$ cat src/rtl/mig_pkg.sv
// ============================================================================
// Module      : mig_pkg
// Description : Shared types and helpers for the MIG truth-table engine:
//               operand/node config structs, FSM state encoding and the
//               operand-select width function.
// Revision    : 1.0 - initial release
// ============================================================================
`default_nettype none

package mig_pkg;

    // Widest operand select the decoder supports (covers up to 255 sources).
    localparam int SEL_W_MAX  = 8;

    // Select code that always reads as logic 0.
    localparam int SEL_CONST0 = 0;

    typedef enum logic [1:0] {
        IDLE    = 2'd0,
        RUN     = 2'd1,
        DONE_ST = 2'd2
    } state_e;

    // One majority-node operand: optional complement plus source select.
    typedef struct packed {
        logic                 inv;
        logic [SEL_W_MAX-1:0] sel;
    } operand_t;

    // Full node configuration: operand 0 sits in the LSBs.
    typedef struct packed {
        operand_t [2:0] op;
    } node_cfg_t;

    // Bits needed to address constant 0, every input and every node.
    function automatic int sel_width(input int num_inputs, input int num_nodes);
        return $clog2(1 + num_inputs + num_nodes);
    endfunction

endpackage

`default_nettype wire

$ cat src/rtl/mig_eval.sv
// ============================================================================
// Module      : mig_eval
// Description : Purely combinational evaluation of a configured majority-
//               inverter graph for one minterm. Nodes are evaluated in index
//               order; references to the same or a later node read as 0.
// Revision    : 1.0 - initial release
// ============================================================================
`default_nettype none

module mig_eval import mig_pkg::*; #(
    parameter int NUM_INPUTS = 7,
    parameter int NUM_NODES  = 8,
    parameter int SEL_W      = sel_width(NUM_INPUTS, NUM_NODES),
    localparam int OP_W      = SEL_W + 1,
    localparam int CFG_W     = 3 * OP_W
) (
    input  logic [NUM_NODES*CFG_W-1:0] node_cfg,
    input  logic [OP_W-1:0]            out_cfg,
    input  logic [NUM_INPUTS-1:0]      x,
    output logic                       f
);

    logic [NUM_NODES-1:0] nodes;
    logic                 op_a;
    logic                 op_b;
    logic                 op_c;

    // Decode one raw {inv, sel} operand; only nodes below 'limit' are visible.
    function automatic logic operand_val(input logic [OP_W-1:0]      raw,
                                         input logic [NUM_NODES-1:0] nv,
                                         input int                   limit);
        operand_t op;
        int       s;
        logic     v;
        op                  = '0;
        op.inv              = raw[SEL_W];
        op.sel[SEL_W-1:0]   = raw[SEL_W-1:0];
        s                   = int'(op.sel);
        v                   = 1'b0;
        if (s != SEL_CONST0) begin
            for (int b = 0; b < NUM_INPUTS; b++) begin
                if (s == b + 1) v = x[b];
            end
            for (int j = 0; j < NUM_NODES; j++) begin
                if (j < limit && s == NUM_INPUTS + 1 + j) v = nv[j];
            end
        end
        return v ^ op.inv;
    endfunction

    // Ripple through the nodes in index order, then pick the output operand.
    always_comb begin
        nodes = '0;
        op_a  = 1'b0;
        op_b  = 1'b0;
        op_c  = 1'b0;
        for (int i = 0; i < NUM_NODES; i++) begin
            op_a     = operand_val(node_cfg[i*CFG_W          +: OP_W], nodes, i);
            op_b     = operand_val(node_cfg[i*CFG_W + OP_W   +: OP_W], nodes, i);
            op_c     = operand_val(node_cfg[i*CFG_W + 2*OP_W +: OP_W], nodes, i);
            nodes[i] = (op_a & op_b) | (op_a & op_c) | (op_b & op_c);
        end
        f = operand_val(out_cfg, nodes, NUM_NODES);
    end

endmodule

`default_nettype wire

$ cat src/rtl/mig_tt_engine.sv
// ============================================================================
// Module      : mig_tt_engine
// Description : Programmable MIG evaluator. Enumerates every minterm, packs
//               the function values into TT_WORD-bit words and streams them
//               over a valid/ready interface.
// Revision    : 1.0 - initial release
// ============================================================================
`default_nettype none

module mig_tt_engine import mig_pkg::*; #(
    parameter int NUM_INPUTS = 7,
    parameter int NUM_NODES  = 8,
    parameter int TT_WORD    = 32,
    parameter int SEL_W      = sel_width(NUM_INPUTS, NUM_NODES),
    localparam int NODE_W    = $clog2(NUM_NODES + 1),
    localparam int OP_W      = SEL_W + 1,
    localparam int CFG_W     = 3 * OP_W,
    localparam int LOG_TW    = $clog2(TT_WORD),
    localparam int M_W       = NUM_INPUTS + 1
) (
    input  logic               clk,
    input  logic               rst,
    input  logic               cfg_we,
    input  logic [NODE_W-1:0]  cfg_node,
    input  logic [CFG_W-1:0]   cfg_data,
    input  logic               start,
    output logic               busy,
    output logic [TT_WORD-1:0] tt_data,
    output logic               tt_valid,
    input  logic               tt_ready,
    output logic               done
);

    state_e                   state;
    state_e                   state_nx;
    logic [NUM_NODES*CFG_W-1:0] node_cfg;
    logic [OP_W-1:0]          out_cfg;
    logic [M_W-1:0]           m;
    logic [TT_WORD-2:0]       pack;
    logic [TT_WORD-1:0]       word_cat;
    logic [LOG_TW-1:0]        bit_idx;
    logic                     last_bit;
    logic                     advance;
    logic                     load;
    logic                     final_hs;
    logic                     cfg_open;
    logic                     f;

    mig_eval #(
        .NUM_INPUTS (NUM_INPUTS),
        .NUM_NODES  (NUM_NODES),
        .SEL_W      (SEL_W)
    ) u_eval (
        .node_cfg (node_cfg),
        .out_cfg  (out_cfg),
        .x        (m[NUM_INPUTS-1:0]),
        .f        (f)
    );

    // A word is finished when the low counter bits are all ones; the final
    // bit may only be taken if the output register is empty or draining now.
    assign bit_idx  = m[LOG_TW-1:0];
    assign last_bit = &bit_idx;
    assign advance  = (state == RUN) && !m[NUM_INPUTS] &&
                      (!last_bit || !tt_valid || tt_ready);
    assign load     = advance && last_bit;
    assign final_hs = (state == RUN) && m[NUM_INPUTS] && tt_valid && tt_ready;
    assign word_cat = {f, pack};

    // Config is writable only while not busy, and not in the start cycle.
    assign cfg_open = cfg_we && (state != RUN) && !((state == IDLE) && start);

    // Config register file: nodes 0..NUM_NODES-1 plus the output select.
    always_ff @(posedge clk) begin
        if (rst) begin
            node_cfg <= '0;
            out_cfg  <= '0;
        end else if (cfg_open) begin
            if (cfg_node == NODE_W'(NUM_NODES)) begin
                out_cfg <= cfg_data[OP_W-1:0];
            end
            for (int i = 0; i < NUM_NODES; i++) begin
                if (cfg_node == NODE_W'(i)) node_cfg[i*CFG_W +: CFG_W] <= cfg_data;
            end
        end
    end

    // State register.
    always_ff @(posedge clk) begin
        if (rst) state <= IDLE;
        else     state <= state_nx;
    end

    // Next-state and status outputs.
    always_comb begin
        state_nx = state;
        busy     = 1'b0;
        done     = 1'b0;
        case (state)
            IDLE:    if (start) state_nx = RUN;
            RUN: begin
                busy = 1'b1;
                if (final_hs) state_nx = DONE_ST;
            end
            DONE_ST: begin
                done     = 1'b1;
                state_nx = IDLE;
            end
            default: state_nx = IDLE;
        endcase
    end

    // Minterm counter, bit packer and output register with handshake.
    always_ff @(posedge clk) begin
        if (rst) begin
            m        <= '0;
            pack     <= '0;
            tt_data  <= '0;
            tt_valid <= 1'b0;
        end else begin
            if ((state == IDLE) && start) m <= '0;
            else if (advance)             m <= m + M_W'(1);
            if (advance) pack <= word_cat[TT_WORD-1:1];
            if (load) begin
                tt_data  <= word_cat;
                tt_valid <= 1'b1;
            end else if (tt_valid && tt_ready) begin
                tt_valid <= 1'b0;
            end
        end
    end

endmodule

`default_nettype wire

$ cat config.mk
export PLATFORM = sky130hd
export DESIGN_NAME = mig_tt_engine
export DESIGN_NICKNAME = d
export VERILOG_FILES = /design/src/rtl/mig_pkg.sv /design/src/rtl/mig_eval.sv /design/src/rtl/mig_tt_engine.sv
export SDC_FILE = /design/constraint.sdc
export NUM_CORES = 1
export LEC_CHECK = 0
export ABC_AREA = 1
export BUFFER_PORTS_ARGS = -buffer_cell sky130_fd_sc_hd__buf_4
export CAP_MARGIN = 30
export CORE_MARGIN = 2
export CORE_UTILIZATION = 40
export CTS_BUF_LIST = sky130_fd_sc_hd__clkbuf_16
export DETAILED_ROUTE_END_ITERATION = 10
export PLACE_DENSITY_LB_ADDON = 0.2
export SLEW_MARGIN = 20
export SYNTH_ARGS = -nofsm -noshare
export SYNTH_HDL_FRONTEND = slang
export SYNTH_SLANG_ARGS = --single-unit
$ cat constraint.sdc
create_clock -name clk -period 4 [get_ports clk]
set_input_delay 0.6 -clock clk [delete_from_list [all_inputs] [get_ports clk]]
set_output_delay 0.6 -clock clk [all_outputs]
set_load 0.02 [all_outputs]
Word level (Yosys, flattened, before mapping)
Index checks and enable logic that the tools add are counted.
Cells by class
  mux-type cells: 299
  equal/unequal tests: 280
  reductions and logical operators: 56
  bitwise gates (word level): 65
  add/subtract/negate cells: 1
Operators by type and width (number)
  4-bit equality test, second input constant: 171
  1-bit 2-to-1 mux: 296
  4-bit by 3-bit equality test with 1-bit output, second input constant: 71
  4-bit by 2-bit equality test with 1-bit output, second input constant: 31
  4-bit nonzero test: 25
  1-bit XOR: 25
  1-bit AND: 24
  2-bit AND reduction: 10
  1-bit bitwise OR: 16
  1-bit logical AND: 10
  8-bit by 1-bit adder with 8-bit output, second input constant: 1
  4-bit by 1-bit equality test with 1-bit output, second input constant: 2
  5-bit AND reduction: 1
  1-bit zero test: 4
  4-bit zero test: 1
  2-bit 2-to-1 mux: 2
  2-bit != test, second input constant: 2
  2-bit case mux with 2 select lines: 1
  2-bit by 1-bit equality test with 1-bit output, second input constant: 1
  2-bit equality test, second input constant: 1
  2-bit zero test: 1
  1-bit logical OR: 2
  2-bit by 1-bit != test with 1-bit output, second input constant: 1
  2-bit nonzero test: 1
  2-bit OR reduction: 1
Storage, ports and cells
  logic and storage cells: 715
  input bits: 24
  output and inout port bits: 35
  bits in registers: 199

Depth between registers and ports, before layout
Gate-level depths: netlist of the first run.
  word-level depth: 58
  mapped depth: 58
  mapped depth without buffers: 58

Cells and area by module
A second synthesis of the first run with hierarchy kept.
Second synthesis, totals
  cells, all modules: 2092
  area, all modules: 12428.2 um2
By module, submodules not included
  mig_tt_engine: instances 1, seq. area each 3983.8 um2, area each 8598.2 um2, cells an instance 1324
  mig_eval: instances 1, seq. area each 0.0 um2, area each 3829.9 um2, cells an instance 768

Least setup slack after synthesis of the first run
No wires, ideal clock.
  path type: register to register
  start: register m[0]
  end: register tt_data[31]
  library setup time: 0.109 ns
  buffers on the path: 1
  slack: -0.239 ns
  stages on the path, launching flop included: 56
  data arrival time: 4.131 ns
  clock period less this slack: 4.239 ns
  required time: 3.891 ns
  path through: dfxtp_1 buf_4 nand2_1 nor2_1 nor2_1 nand2_1 nand3_1 nand2_1 nand2_1 nand2_1 nand3_2 nand2_1 nand3_1 nand2_1 nand2_1 nand2_2 nand2_4 nand2_1 (+20 left out) nand2_1 nand2_2 nand3_1 nand2_1 nand2_1 nand2_1 nand2_1 nand2_2 nand3_1 nand2_1 xor2_1 nand2_1 nand2_1 nand2_1 nand2_1 nand3_1 nand2_1 inv_1
On the way
  longest elaborated chain between the ends: 57
  elaborated cells between the ends (all ways): 363
  those cells by class: 292 x mux; 65 x bitwise; 6 x reduce/logical
RTL lines
  start: declaration: line mig_tt_engine.sv:38  | logic [M_W-1:0] m;
  start signal: assignment: line mig_tt_engine.sv:122  | else if (advance) m <= m + M_W'(1);
  1-bit 2-to-1 mux (7 in series): line mig_eval.sv:42  | if (s == b + 1) v = x[b];
  1-bit 2-to-1 mux: line mig_eval.sv:40  | if (s != SEL_CONST0) begin
  1-bit XOR: line mig_eval.sv:48  | return v ^ op.inv;
  1-bit AND: line mig_eval.sv:61  | nodes[i] = (op_a & op_b) | (op_a & op_c) | (op_b & op_c);
  1-bit bitwise OR (2 in series): line mig_eval.sv:61
  1-bit 2-to-1 mux: line mig_eval.sv:45  | if (j < limit && s == NUM_INPUTS + 1 + j) v = nv[j];
  1-bit 2-to-1 mux: line mig_eval.sv:40
  1-bit XOR: line mig_eval.sv:48
  (+33 left out)
  1-bit 2-to-1 mux: line mig_eval.sv:45
  1-bit 2-to-1 mux: line mig_eval.sv:40
  1-bit XOR: line mig_eval.sv:48
  1-bit AND: line mig_eval.sv:61
  1-bit bitwise OR (2 in series): line mig_eval.sv:61
  1-bit 2-to-1 mux: line mig_eval.sv:45
  1-bit 2-to-1 mux: line mig_eval.sv:40
  1-bit XOR: line mig_eval.sv:48
  end signal: assignment: line mig_tt_engine.sv:125  | tt_data <= word_cat;
  end: declaration: line mig_tt_engine.sv:28  | output logic [TT_WORD-1:0] tt_data,
Parallel ways exist; a longest one is shown, timed or not.
A chain may end at the register's enable or synchronous reset.

Worst setup path in the final report of the first run
  start: register m[0]
  end: register pack[30]
On the way
  longest elaborated chain between the ends: 57
  elaborated cells between the ends (all ways): 362
  those cells by class: 292 x mux; 65 x bitwise; 5 x reduce/logical
RTL lines
  1-bit 2-to-1 mux (7 in series): line mig_eval.sv:42
  1-bit 2-to-1 mux: line mig_eval.sv:40
  1-bit XOR: line mig_eval.sv:48
  1-bit AND: line mig_eval.sv:61
  1-bit bitwise OR (2 in series): line mig_eval.sv:61
  1-bit 2-to-1 mux: line mig_eval.sv:45
  1-bit 2-to-1 mux: line mig_eval.sv:40
  1-bit XOR: line mig_eval.sv:48
  (+33 left out)
  1-bit 2-to-1 mux: line mig_eval.sv:45
  1-bit 2-to-1 mux: line mig_eval.sv:40
  1-bit XOR: line mig_eval.sv:48
  1-bit AND: line mig_eval.sv:61
  1-bit bitwise OR (2 in series): line mig_eval.sv:61
  1-bit 2-to-1 mux: line mig_eval.sv:45
  1-bit 2-to-1 mux: line mig_eval.sv:40
  1-bit XOR: line mig_eval.sv:48
  end signal: assignment: line mig_tt_engine.sv:123  | if (advance) pack <= word_cat[TT_WORD-1:1];
  end: declaration: line mig_tt_engine.sv:39  | logic [TT_WORD-2:0] pack;
Parallel ways exist; a longest one is shown, timed or not.

==> results.md, run 1 <==
- Layout Nets: 1689
- Worst slew margin: 0.5724
- Critical Path Start Type: flop
- Max clock buf depth: 2
- Largest net degree at the start of global routing: 129
- Hold Path Cell Cnt: 3
- Final slew viol count: 0
- Inst Count DP: 1970
- Endpoints failing hold: 0
- Syn-to-layout area delta: 21.70%
- Status: finished, violations left
- Setup tns final: -1.435 ns
- H-tree depth: 4
- Top-area cell type share of the netlist area: 0.3832
- DP Wirelength: 22850 µm
- # fillers: 2578
- Area of the die: 27290 µm²
- F_max: 0.2117 GHz
- CTS tree: built
- Critical path class: flop to flop
- Synthesized Nets: 1584
- Worst skew pair latency: 0.45 ns
- Max-Cap Viols: 0
- Detailed-route via count: 11230
- Failing checks: setup timing
- Final setup viols: 2
- Hold Path Origin: start
- Mapped Cells: 1558
- Ys Warns: 0
- Setup Skew: 0.01332 ns
- PnR worst setup slack: -0.7233 ns
- Hold Crit Class: input port to flop
- Share of cells above drive strength 1: 0.1802
- Setup slack at placement: -0.6968 ns
- CTS Hold Bufs: 0
- Vias per inst: 5.585
- RePlAce Congestion: 0.8739
- CP dominant cell by count: nand2_1
- Number of diodes: 0
- Highest-count cells in the layout ignoring fill and taps: o21ai_0, a21oi_1, nand2_1, dfxtp_1, inv_1
- Period utilisation layout: 1.181
- RSZ-0062 raised after global routing: true
- Crit path required time: 4.35 ns
- Drt wl/cell: 17.26 µm
- Data arrival, critical path: 5.08 ns
- 1st-iter DRT viols: 1174
- Post-synth EDFFs: 0
- Grt total ovfl: 0
- Worst R2R Start: m[0]
- Core area: 25760 µm²
- Clk slew on worst S/H paths: 0.08 ns
- Avg Inst Size Synth: 6.672 µm²
- DIE HEIGHT: 165.2 µm
- Std cell rows: 59
- Minimum clock period: 4.723 ns
- WL final: 34710 µm
- Initial antenna violation count: 0
- Port-buffer cells: 58
- Most common cell after layout, fill and taps aside: o21ai_0
- Total track usage: 0.2587
- Final non-filler cell total: 2011
- Final ANT Viol Nets: 0
- CTS buffer count: 17
- End of the worst hold path: state[0]
- Slowest cell on the critical path: o311ai_0
- Maximum VDD drop: 282.0 µV
- TritonCTS sink count: 199
- Seq/Total Area, Yosys: 0.3832
- DRT Pass-1 Iters: 6
- Root buffer cell: clkbuf_16
- Synthesized flop and latch total: 199
- I/O pins: 59
- Initial Util: 0.4035
- Yosys cell types: 43
- Worst-path fanout max: 9
- Global-route wire length before repair: 54780 µm
- Reg2Reg Capture Point: pack[30]
- Total power: 4205 µW
- Area contributors post-synth: dfxtp_1, o21ai_0, a21oi_1
- Number of global-route vias before repair: 10290
- Critical path endpoint category: flop
- Power Density: 332.4 nW/µm²
- Ys async rst share: 0
- Actual slew at the worst max-slew pin: 0.6364 ns
- Critical Path Max Stage Delay: 0.47 ns
- R2R depth: 39
- DIE WIDTH: 165.2 µm
- R2R Setup Slk: -0.72 ns
- Remaining DRCs: 0
- Ys flop type: dfxtp_1
- Lkg Pwr: 0.004930 µW
- Syn Std Cell Area: 10390 µm²
- Post-synth top area cell: dfxtp_1
-- worst max-delay path: cells and delay by family (launching register included) --
family	cells	cell delay, ns
AND/OR/NAND/NOR	28	2.33
AO/OA/AOI/OAI	5	1.24
buffers and inverters	6	0.67
flip-flops	1	0.38
-- worst max-delay path by stage --
| stage | from | to | slack, ns | cells past startpoint |
|---|---|---|---|---|
| floorplan | m[0] | tt_data[31] | -0.17 | 55 |
| global placement | m[6] | pack[30] | -0.61 | 54 |
| detailed placement | m[6] | pack[30] | -0.70 | 55 |
| CTS | m[6] | pack[30] | -0.59 | 54 |
| global route | m[2] | pack[30] | -1.26 | 54 |
| finish | m[0] | pack[30] | -0.72 | 39 |
-- routing by layer --
| layer | routed length, µm | global-route usage | vias to the layer above | share of wire |
|---|---|---|---|---|
| met4 | 1164 | 0.09763 | 0 | 0.034 |
| met5 | 0 | 0 | - | 0 |
| li1 | - | - | 5545 | - |
| met2 | 15050 | 0.4110 | 431 | 0.43 |
| met3 | 3037 | 0.04945 | 86 | 0.087 |
| met1 | 15450 | 0.3481 | 5169 | 0.45 |
-- synth_stat cells, types with 4 or more instances --
library cell,instances
nor3_1,36
nand4_1,44
inv_2,7
o2111ai_1,6
o21ai_0,236
nand3_1,98
o211ai_1,5
nand3_2,9
a31oi_1,10
nand2_2,11
a221oi_1,5
nor2_1,112
o311ai_0,14
dfxtp_1,199
a21oi_1,219
nand2_1,244
clkbuf_1,75
inv_1,176
nor4_1,11
o31ai_1,4
-- registers in the layout (all words and copies together), names as in the netlist --
signal / count
pack: 31
node_cfg: 120
state: 2
out_cfg: 5
tt_data: 32
tt_valid: 1
m: 8
-- kinds of logic (layout without fill, tap and decap cells) --
| kind of cell | after synthesis | after routing | share of synthesized area |
|---|---|---|---|
| flip-flops | 199 | 199 | 0.3832 |
| XOR/XNOR | 2 | 2 | 0.001685 |
| AND/OR/NAND/NOR | 574 | 574 | 0.2498 |
| AO/OA/AOI/OAI | 515 | 515 | 0.2661 |
| buffers and inverters | 266 | 384 | 0.09677 |
| adder cells (fa/ha/maj) | 2 | 2 | 0.002407 |
-- report_power, final --
part / switching, µW / internal [µW]
registers: 37.7 / 2020
clock network: 941 / 864
logic: 233 / 105
-- metrics by stage --
step,area (µm²),hold slack (ns),utilization
after floorplan,10460,0.4372,-
after global placement,11770,0.4520,0.4568
after detailed placement,11770,0.4564,0.4568
after CTS,12420,0.4307,0.4822
after global routing,12650,0.4359,0.4910
final,12650,0.4416,0.4910
-- what timing repair did --
item / 4_1_cts / 5_1_grt
setup endpoints to repair: 2 / 2
pin swaps: 1 / 26
endpoints found under the hold margin: 0 / 0
gates resized for setup: 15 / 51
buffers inserted: 2 / 7
-- cell type report --
class / instances / area (µm²) / share of cell area
Multi-Input combinational cell: 1093 / 5623 / 0.4445
Timing Repair Buffer: 167 / 1282 / 0.1014
Tap cell: 335 / 419.2 / 0.03313
Clock inverter: 15 / 190.2 / 0.01503
Sequential cell: 199 / 4015 / 0.3174
Inverter: 185 / 695.7 / 0.05499
Clock buffer: 17 / 425.4 / 0.03363
Power figures use the tool's default switching activity.
==> inputs of run 2 (changes only) <==
--- a/config.mk
+++ b/config.mk
@@ -5,7 +5,6 @@
 export SDC_FILE = /design/constraint.sdc
 export NUM_CORES = 1
 export LEC_CHECK = 0
-export ABC_AREA = 1
 export BUFFER_PORTS_ARGS = -buffer_cell sky130_fd_sc_hd__buf_4
 export CAP_MARGIN = 30
 export CORE_MARGIN = 2
==> results.md, run 2 <==
- Share of cells above drive strength 1: 0.2362
- Setup tns final: -5.603 ns
- Mux cell area share after synthesis: 0.1668
- Core area: 26950 µm²
- Endpoints failing hold: 0
- Port-buffer cells: 58
- Status: finished, violations left
- WL final: 34310 µm
- Mapped Cells: 1360
- CTS tree: built
- Root buffer cell: clkbuf_16
- Post-synth top area cell: dfxtp_1
- Initial antenna violation count: 0
- Worst R2R Start: node_cfg[6]
- Initial Util: 0.4076
- PnR worst setup slack: -2.823 ns
- Yosys cell types: 80
- Hold Path Origin: tt_data[7]
- Critical Path Start Type: flop
- Hold Crit Class: flop to flop
- Critical path endpoint category: flop
- Global-route wire length before repair: 53910 µm
- Worst slew margin: 0.5083
- Hold Path Cell Cnt: 2
- Layout Nets: 1499
- Total power: 4030 µW
- Clk slew on worst S/H paths: 0.09 ns
- Sequential Area: 3986 µm²
- Synth Area in Compound Gates: 0.1768
- Minimum clock period: 6.823 ns
- Critical path class: flop to flop
- Synthesized flop and latch total: 199
- Inst Count DP: 1788
- Total track usage: 0.2393
- Avg Inst Size Synth: 8.077 µm²
- Post-synth EDFFs: 0
- Grt total ovfl: 0
- DIE WIDTH: 169.7 µm
- Data arrival, critical path: 7.19 ns
- Largest register FFs: 120
- Vias per inst: 5.648
- Maximum VDD drop: 243.2 µV
- Area contributors post-synth: dfxtp_1, mux2i_1, nand2_1
- DIE HEIGHT: 169.7 µm
- Synthesized Nets: 1386
- Simple-Gate Fraction of Synth Area: 0.2243
- Most common library cells after synthesis: nand2_1, dfxtp_1, nor2_1
- Reg2Reg Capture Point: tt_data[31]
- R2R depth: 24
- RePlAce Congestion: 0.8791
- Largest net degree at the start of global routing: 93
- I/O pins: 59
- DRT Pass-1 Iters: 5
- Highest-count cells in the layout ignoring fill and taps: nand2_1, buf_4, dfxtp_1, nor2_1, a21oi_1
- R2R Setup Slk: -2.82 ns
- Ys async rst share: 0
- Power Density: 296.4 nW/µm²
- Cell with the most instances after synthesis: nand2_1
- Final non-filler cell total: 1827
- End of the worst hold path: tt_data[7]
- Remaining DRCs: 0
- Largest reg by FF count: node_cfg
- Top-area cell type share of the netlist area: 0.3627
- WHS: 0.4589 ns
- Ys flop type: dfxtp_1
- Biggest regs: node_cfg: 120 flops, tt_data: 32 flops, pack: 31 flops
- Period utilisation layout: 1.706
- Worst-path fanout max: 6
- Lkg Pwr: 0.005528 µW
- Seq/Total Area, Yosys: 0.3627
- Ys Warns: 0
- Number of diodes: 0
- Max clock buf depth: 2
- Actual slew at the worst max-slew pin: 0.7376 ns
- Syn-to-layout area delta: 23.78%
- Synth Area in Adders: 0.008429
- Drt wl/cell: 18.78 µm
- Area of the multi-input gates: 6969 µm²
- DP Wirelength: 22890 µm
- Max-Cap Viols: 0
- Std cell rows: 60
- CTS Hold Bufs: 0
- 1st-iter DRT viols: 892
- Number of global-route vias before repair: 9599
- # fillers: 2580
- Area of the die: 28800 µm²
- RSZ-0062 raised after global routing: true
- Detailed-route via count: 10320
- Worst skew pair latency: 0.45 ns
- Final slew viol count: 0
- F_max: 0.1466 GHz
- Final setup viols: 2
- Final ANT Viol Nets: 0
- Crit path required time: 4.36 ns
- TritonCTS sink count: 199
- Most common cell after layout, fill and taps aside: nand2_1
- Setup Skew: 0.009313 ns
- H-tree depth: 4
- CTS buffer count: 17
- Post-synthesis xor/xnor area fraction: 0.01709
- Failing checks: setup timing
- Largest family of logic cells by synthesized area: simple AND/OR/NAND/NOR gates
- Syn Std Cell Area: 10980 µm²
run 2: cell types whose count changed in the layout (fill, tap and decap cells not counted), sizes merged, moves of 56 or more:
cell	previous run	this run
nand3	108	18
o21ai	237	43
inv	191	21
nor2	112	168
mux2i	0	114
a21oi	219	133
run 2: layout make-up:
type,count,share of cell area
Multi-Input combinational cell,1038,0.5126
Sequential cell,199,0.2932
Timing Repair Buffer,204,0.1137
Tap cell,341,0.03138
Clock buffer,17,0.03129
Clock inverter,15,0.01426
Inverter,13,0.003589
run 2: timing repair:
item,in CTS,in global routing
pin swaps,10,19
endpoints found under the setup margin,2,2
gates cloned,0,1
buffers inserted,5,0
resized for setup,22,37
run 2: where the power goes:
group | switching, µW | internal [µW]
Sequential | 11.2 | 1990
Combinational | 155 | 77.9
Clock | 936 | 863
Total | 1100 | 2930
run 2: critical path, cell delays in order, from the launching register on:
cell,delay (ns)
dfxtp_2,0.34
mux4_2,0.50
a222oi_1,0.34
and4_4,0.34
a211oi_1,0.05
or4_1,0.52
or2_4,0.31
a211oi_2,0.25
a211oi_2,0.07
maj3_2,0.42
o311a_1,0.35
mux2_4,0.32
a31oi_4,0.14
o211ai_1,0.12
maj3_4,0.42
a41o_4,0.31
xor2_4,0.21
nor2_4,0.10
o311ai_4,0.40
o22ai_2,0.16
a31oi_2,0.21
xor2_1,0.09
maj3_2,0.35
mux2i_4,0.20
o31ai_1,0.21
run 2: logic make-up (layout without fill, tap and decap cells):
logic type,count (synthesis),in the layout
compound gates,306,306
xor+xnor,18,19
fa+ha+maj,8,8
buf+inv,124,249
flops,199,199
mux,153,153
simple gates,552,552
run 2: worst max-delay path by stage:
stage,start,endpoint,slack (ns),depth (start not counted)
after floorplan,m[4],tt_data[31],-2.33,27
after global placement,node_cfg[6],pack[30],-2.75,25
after detailed placement,m[2],pack[30],-2.96,26
after CTS,node_cfg[6],pack[30],-2.76,26
after global routing,node_cfg[6],pack[30],-3.09,24
final,node_cfg[6],tt_data[31],-2.82,24
run 2: layer usage:
metal,global-route usage,wire length [µm],part of all wire,vias to the layer above
met4,0.06763,668,0.019,0
li1,-,-,-,5025
met5,0,0,0,-
met3,0.04734,2029,0.059,38
met2,0.3796,15660,0.46,293
met1,0.3312,15960,0.47,4962
run 2: through the flow:
stage / cell area (µm²) / util / setup slack [ns]
after floorplan: 11090 / - / -2.335
after global placement: 12590 / 0.4671 / -2.749
after detailed placement: 12590 / 0.4671 / -2.958
after CTS: 13360 / 0.4956 / -2.758
after global routing: 13600 / 0.5045 / -3.094
final: 13600 / 0.5045 / -2.823
